### src/rtl/redmule_cfg_slave.sv
// RedMulE configuration slave: staging register bank written through a req/gnt
// port, trigger-driven job queue, and a small Idle/Issue/Run handshake FSM
// towards the engine controller.
// Optional build macro: REDMULE_CFG_SLAVE_PERF_EN adds a Run-cycle counter at 0x08.
module redmule_cfg_slave #(
    parameter int unsigned SysDataWidth = 32,
    parameter int unsigned AddrWidth    = 32,
    parameter int unsigned NumCfgRegs   = 6,
    parameter int unsigned CfgBase      = 'h40,
    parameter int unsigned JobDepth     = 2
) (
    input  logic                               clk_int,
    input  logic                               rst_ni,
    input  logic                               clear_i,
    input  logic                               req_i,
    input  logic                               wen_i,
    input  logic [SysDataWidth/8-1:0]          be_i,
    input  logic [AddrWidth-1:0]               add_i,
    input  logic [SysDataWidth-1:0]            data_i,
    output logic                               gnt_o,
    output logic                               r_valid_o,
    output logic [SysDataWidth-1:0]            r_data_o,
    output logic                               cfg_complete_o,
    output logic                               job_valid_o,
    input  logic                               job_ready_i,
    output logic [NumCfgRegs*SysDataWidth-1:0] job_regs_o,
    input  logic                               engine_done_i,
    output logic                               busy_o,
    output logic                               done_o,
    output logic                               err_o
);

    localparam int unsigned BeW   = SysDataWidth / 8;
    localparam int unsigned PtrW  = (JobDepth > 1) ? $clog2(JobDepth) : 1;
    localparam int unsigned CntW  = PtrW + 1;
    localparam int unsigned WordW = AddrWidth - 2;
    localparam int unsigned JobW  = NumCfgRegs * SysDataWidth;
    localparam int unsigned IdxW  = (NumCfgRegs > 1) ? $clog2(NumCfgRegs) : 1;

    typedef enum logic [1:0] {
        IDLE  = 2'd0,
        ISSUE = 2'd1,
        RUN   = 2'd2
    } state_e;

    state_e                  state_q, state_d;
    logic [SysDataWidth-1:0] stage_q [NumCfgRegs];
    logic [JobW-1:0]         queue_q [JobDepth];
    logic [PtrW-1:0]         wr_ptr_q, rd_ptr_q;
    logic [CntW-1:0]         cnt_q, cnt_d;
    logic                    err_q;
    logic                    cfg_complete_q;
    logic                    r_valid_q;
    logic [SysDataWidth-1:0] r_data_q;

    logic [WordW-1:0]        word;
    logic                    is_trig, is_stat, is_perf, is_cfg;
    logic [IdxW-1:0]         cfg_idx;
    logic                    wr_en, rd_en, trig, full, push, pop;
    logic [JobW-1:0]         stage_flat;
    logic [SysDataWidth-1:0] status, rdata;
    logic                    unused_addr_lsb;

    assign unused_addr_lsb = ^add_i[1:0];
    assign word            = add_i[AddrWidth-1:2];

    assign gnt_o = req_i & ~clear_i;
    assign wr_en = gnt_o & ~wen_i;
    assign rd_en = gnt_o & wen_i;
    assign trig  = wr_en & is_trig;
    assign full  = (cnt_q == CntW'(JobDepth));
    assign push  = trig & ~full;
    assign pop   = (state_q == ISSUE) & job_ready_i & ~clear_i;

    // Word-address decode; the low two address bits never matter.
    always_comb begin
        is_trig = (word == '0);
        is_stat = (word == WordW'(1));
        is_perf = (word == WordW'(2));
        is_cfg  = 1'b0;
        cfg_idx = '0;
        for (int k = 0; k < NumCfgRegs; k++) begin
            if (word == WordW'(CfgBase / 4 + k)) begin
                is_cfg  = 1'b1;
                cfg_idx = IdxW'(k);
            end
        end
    end

    // Flatten the staging bank into the job record layout.
    always_comb begin
        stage_flat = '0;
        for (int k = 0; k < NumCfgRegs; k++) begin
            stage_flat[k*SysDataWidth +: SysDataWidth] = stage_q[k];
        end
    end

    // Staging bank: byte-masked writes, zeroed by reset and soft clear.
    always_ff @(posedge clk_int or negedge rst_ni) begin
        if (!rst_ni) begin
            for (int k = 0; k < NumCfgRegs; k++) stage_q[k] <= '0;
        end else if (clear_i) begin
            for (int k = 0; k < NumCfgRegs; k++) stage_q[k] <= '0;
        end else if (wr_en && is_cfg) begin
            for (int b = 0; b < BeW; b++) begin
                if (be_i[b]) stage_q[cfg_idx][b*8 +: 8] <= data_i[b*8 +: 8];
            end
        end
    end

    // Job storage is pure data; only the pointers and count need a reset.
    always_ff @(posedge clk_int) begin
        if (push) queue_q[wr_ptr_q] <= stage_flat;
    end

    // Occupancy next state; a push is only possible when not full at cycle start.
    always_comb begin
        cnt_d = cnt_q;
        if (clear_i) begin
            cnt_d = '0;
        end else begin
            unique case ({push, pop})
                2'b10:   cnt_d = cnt_q + CntW'(1);
                2'b01:   cnt_d = cnt_q - CntW'(1);
                default: cnt_d = cnt_q;
            endcase
        end
    end

    // Queue pointers, occupancy, sticky overflow error and queue-space flag.
    always_ff @(posedge clk_int or negedge rst_ni) begin
        if (!rst_ni) begin
            wr_ptr_q       <= '0;
            rd_ptr_q       <= '0;
            cnt_q          <= '0;
            err_q          <= 1'b0;
            cfg_complete_q <= 1'b0;
        end else begin
            cnt_q          <= cnt_d;
            cfg_complete_q <= (cnt_d != CntW'(JobDepth));
            if (clear_i) begin
                wr_ptr_q <= '0;
                rd_ptr_q <= '0;
                err_q    <= 1'b0;
            end else begin
                if (push) wr_ptr_q <= wr_ptr_q + PtrW'(1);
                if (pop)  rd_ptr_q <= rd_ptr_q + PtrW'(1);
                if (trig && full) err_q <= 1'b1;
            end
        end
    end

    // FSM next state; soft clear forces Idle regardless of the current state.
    always_comb begin
        state_d = state_q;
        unique case (state_q)
            IDLE:    if (cnt_q != '0)   state_d = ISSUE;
            ISSUE:   if (job_ready_i)   state_d = RUN;
            RUN:     if (engine_done_i) state_d = IDLE;
            default:                    state_d = IDLE;
        endcase
        if (clear_i) state_d = IDLE;
    end

    // FSM state register.
    always_ff @(posedge clk_int or negedge rst_ni) begin
        if (!rst_ni) state_q <= IDLE;
        else         state_q <= state_d;
    end

`ifdef REDMULE_CFG_SLAVE_PERF_EN
    logic [31:0] perf_q;

    // Run-cycle counter: restarts when a job is offered, saturates, holds after Run.
    always_ff @(posedge clk_int or negedge rst_ni) begin
        if (!rst_ni) begin
            perf_q <= '0;
        end else if (state_q != ISSUE && state_d == ISSUE) begin
            perf_q <= '0;
        end else if (state_q == RUN && perf_q != '1) begin
            perf_q <= perf_q + 32'd1;
        end
    end
`endif

    // Read multiplexer, evaluated on the granted cycle.
    always_comb begin
        status       = '0;
        status[1:0]  = state_q;
        status[4 +: CntW] = cnt_q;
        status[8]    = err_q;
        rdata        = '0;
        if (is_stat) rdata = status;
        if (is_cfg)  rdata = stage_q[cfg_idx];
`ifdef REDMULE_CFG_SLAVE_PERF_EN
        if (is_perf) rdata = SysDataWidth'(perf_q);
`else
        if (is_perf) rdata = '0;
`endif
    end

    // Response channel: one r_valid per grant, read data captured at grant time.
    always_ff @(posedge clk_int or negedge rst_ni) begin
        if (!rst_ni) begin
            r_valid_q <= 1'b0;
            r_data_q  <= '0;
        end else begin
            r_valid_q <= gnt_o;
            if (gnt_o) r_data_q <= rd_en ? rdata : '0;
        end
    end

    assign r_valid_o      = r_valid_q & ~clear_i;
    assign r_data_o       = r_data_q;
    assign cfg_complete_o = cfg_complete_q;
    assign job_valid_o    = (state_q == ISSUE);
    assign job_regs_o     = (state_q == ISSUE) ? queue_q[rd_ptr_q] : '0;
    assign busy_o         = (state_q != IDLE);
    assign done_o         = (state_q == RUN) & engine_done_i & ~clear_i;
    assign err_o          = err_q;

endmodule

### config.mk
export PLATFORM = sky130hd
export DESIGN_NAME = redmule_cfg_slave
export DESIGN_NICKNAME = d
export VERILOG_FILES = /design/src/rtl/redmule_cfg_slave.sv
export SDC_FILE = /design/constraint.sdc
export NUM_CORES = 1
export LEC_CHECK = 0
export CORE_MARGIN = 3
export CORE_UTILIZATION = 60
export CTS_CLUSTER_DIAMETER = 40
export DETAILED_ROUTE_END_ITERATION = 10
export DONT_BUFFER_PORTS = 1
export MAX_ROUTING_LAYER = met4
export PLACE_DENSITY = 0.81
export REMOVE_ABC_BUFFERS = 1
export SYNTH_ARGS = -nofsm -noshare
export SYNTH_HDL_FRONTEND = slang
export SYNTH_SLANG_ARGS = --single-unit
### constraint.sdc
create_clock -name clk_int -period 10.9 [get_ports clk_int]
set_input_delay 1.09 -clock clk_int [delete_from_list [all_inputs] [get_ports clk_int]]
set_output_delay 1.09 -clock clk_int [all_outputs]
set_load 0.01 [all_outputs]
==> results_dict.tcl <==
set metrics [dict create \
    die-width_um 216 \
    gp_congestion 0.820 \
    ctsResizeCount 0 \
    postCtsSetupRepairBufs 0 \
    clock_skew_ns 0.0174 \
    required_ns 11.10 \
    drt_iter0_markers 1306 \
    synth_edf_count 384 \
    yosys-top-cells-area "edfxtp_1 (44%), dfrtp_1 (22%), mux2i_1 (15%)" \
    period_minus_slack_ns 5.00 \
    clk_path_buf_depth 3 \
    crit_arrival_ns 5.20 \
    place.port_buffers 0 \
    wl_per_cell_um 26.3 \
    dp_cells 2357 \
    dp_hpwl_um 36800 \
    drc_errors 0 \
    power.leakage_nw 11.0 \
    worst_pin_slew_ns 1.31 \
    yosysWarnings 0 \
    area_growth_pct 10.4 \
    ioPinCount 306 \
    gr-total-overflow 0 \
    internal_power_mw 3.90 \
    avgSynthCellArea_um2 14.1 \
    p_per_area_nw_per_um2 167 \
    grt_pass1_wl_um 97900 \
    viasPerCell 6.26 \
    design.core.area_um2 43400 \
    worstSkewPairLatency_ns 0.58 \
    fp.dieH_um 216 \
    antenna_left 0 \
    grt_pass1_vias 15800 \
    hold_buffers 0 \
    p_seq_frac 0.504 \
    multi_input_area_um2 8610 \
    fill_cells 2965 \
    yosys.cell_count.top_type "mux2i_1" \
    syn_inst 1880 \
    start_util 0.610 \
    first_pass_iters 5 \
    synth_common_cells "mux2i_1 (390), edfxtp_1 (384), dfrtp_1 (233)" \
    die-area_um2 46700 \
    p_comb_frac 0.015 \
    critPathMaxFanout 62 \
    fin_cells 2490 \
    wl_um 65400 \
    placementRows 76 \
    vias 15600 \
    synth_top_area_share 0.436 \
    critPathLaunchType "primary input" \
    crit_type "in2reg" \
    antenna_found_initial 3 \
    yosysSeqAreaShare 0.656 \
    synth_top_cell_by_area "edfxtp_1" \
    hold_path.class "in2async" \
    ir_worst_vdd_mv 0.122 \
    fin_tns_setup_ns 0 \
    p_clk_frac 0.481 \
    max_freq_mhz 200 \
    layout-drive-gt1-share 0.107 \
    cts_made_buffers 72 \
    switching_share 0.203 \
    status "finished, final reports clean" \
    htree_levels 3 \
    finalMaxSlewViolations 0 \
    grt_max_degree 238 \
    slew_headroom 0.121 \
    clkTransAtPathRegs_ns 0.06 \
    clock-sinks 617 \
    async_flop_share 0.378 \
    maxCapViolCount 0 \
    setup_violations 0 \
    rsz0062_at_grt "false" \
    pre_cts_slack_ns 5.46 \
    fin_ws_ns 5.90 \
    regArea_um2 17400 \
    yosysUniqueCellTypes 45 \
    cts_tree "built" \
    end_kind "flop" \
    cts_root_buffer "clkbuf_16" \
    fin_crit_sh 0.459 \
    final_util 0.674 \
    synth-main-ff-cell "edfxtp_1" \
    nNetsFinal 1922 \
    synth_seq_cells 617 \
    track_usage 0.287 \
    finalHoldViolCount 0 \
    p_sw_mw 0.991 \
    syn-cell-area_um2 26500 \
]
==> worst paths after layout <==
check	from	to	slack, ns	cells after the start
worst max-delay path	add_i[17]	queue_q[0][19]	5.90	7
worst min-delay path	rst_ni	stage_flat[80]	0.21	0
worst max register to register	cnt_q[1]	queue_q[0][19]	7.37	5
worst min register to register	stage_flat[183]	queue_q[1][183]	0.49	0
max in group asynchronous	rst_ni	rd_ptr_q	10.20	0
min in group clk_int	stage_flat[183]	queue_q[1][183]	0.49	0
==> stage by stage <==
step | total power [mW] | hold WS [ns] | instance area (um2)
floorplan | 2.56 | 0.456 | 25900
global placement | 2.58 | 0.468 | 26900
detailed placement | 2.58 | 0.480 | 26900
CTS | 4.91 | 0.184 | 29200
global route | 5.02 | 0.177 | 29200
finish | 4.89 | 0.206 | 29200
==> worst max-delay path: stages <==
cell	delay [ns]
nor4_1	0.90
and3_1	0.29
buf_4	0.35
nand4b_1	0.38
nor2_4	0.63
buf_4	0.65
buf_4	0.79
==> sequential cells by signal, summed over array words and instances, names as in the netlist, 2 cells and up <==
signal and cells:
queue_q 384, stage_flat 192, r_data_o 32, cnt_q 2
state_q 2
==> power by group through the flow <==
stage	logic [mW]	registers (mW)	clock network [mW]
3_5_place_dp	0.0735	2.51	0
3_3_place_gp	0.0719	2.51	0
2_1_floorplan	0.0515	2.51	0
5_1_grt	0.0782	2.46	2.47
6_report	0.0748	2.46	2.35
4_1_cts	0.0741	2.46	2.37
==> area by class of cell <==
cell class	count	area share
well taps	585	0.0251
diodes	6	0.000514
flip-flops and latches	617	0.595
repair buffers	17	0.00480
clock buffers	92	0.0670
clock inverters	35	0.0129
inverters	3	0.000386
multi-input cells	1135	0.295
==> kinds of logic (layout without fill, tap and decap cells) <==
| kind of cell | after synthesis | count (layout) | share of synthesized area |
|---|---|---|---|
| other | 0 | 6 | 0 |
| adder cells (fa/ha/maj) | 1 | 1 | 0.000473 |
| flip-flops | 617 | 617 | 0.656 |
| AND/OR/NAND/NOR | 596 | 596 | 0.126 |
| XOR/XNOR | 3 | 3 | 0.000993 |
| multiplexers | 427 | 427 | 0.163 |
| buffers and inverters | 128 | 147 | 0.0205 |
| AO/OA/AOI/OAI | 108 | 108 | 0.0331 |
==> routing by layer <==
metal  wire length, um  vias up  GRT usage  share of wire
met5                 0        -          -              0
met4              1700        0     0.0956          0.026
met3              5440      135     0.0684          0.083
met2             32200      661      0.455           0.49
met1             26100     7955      0.370           0.40
li1                  -     6829          -              -
==> cell usage in the layout, fill, tap and decap left out, types with 6 or more instances in the layout <==
cell type and instances:
clkinv_2 12, clkbuf_8 6, o22a_1 32, nand2_1 44, buf_4 16, nor2_1 199
o31ai_1 27, clkbuf_16 73, nand4_2 21, nand3b_1 29, edfxtp_1 384, nor4_1 30
mux2_2 37, inv_6 8, dfrtp_1 232, nand2b_1 225, and4_1 6, clkbuf_1 13
mux2i_1 390, o21ai_0 7, o221ai_1 27, diode_2 6
No activity file was read; power rests on OpenSTA's default activity.
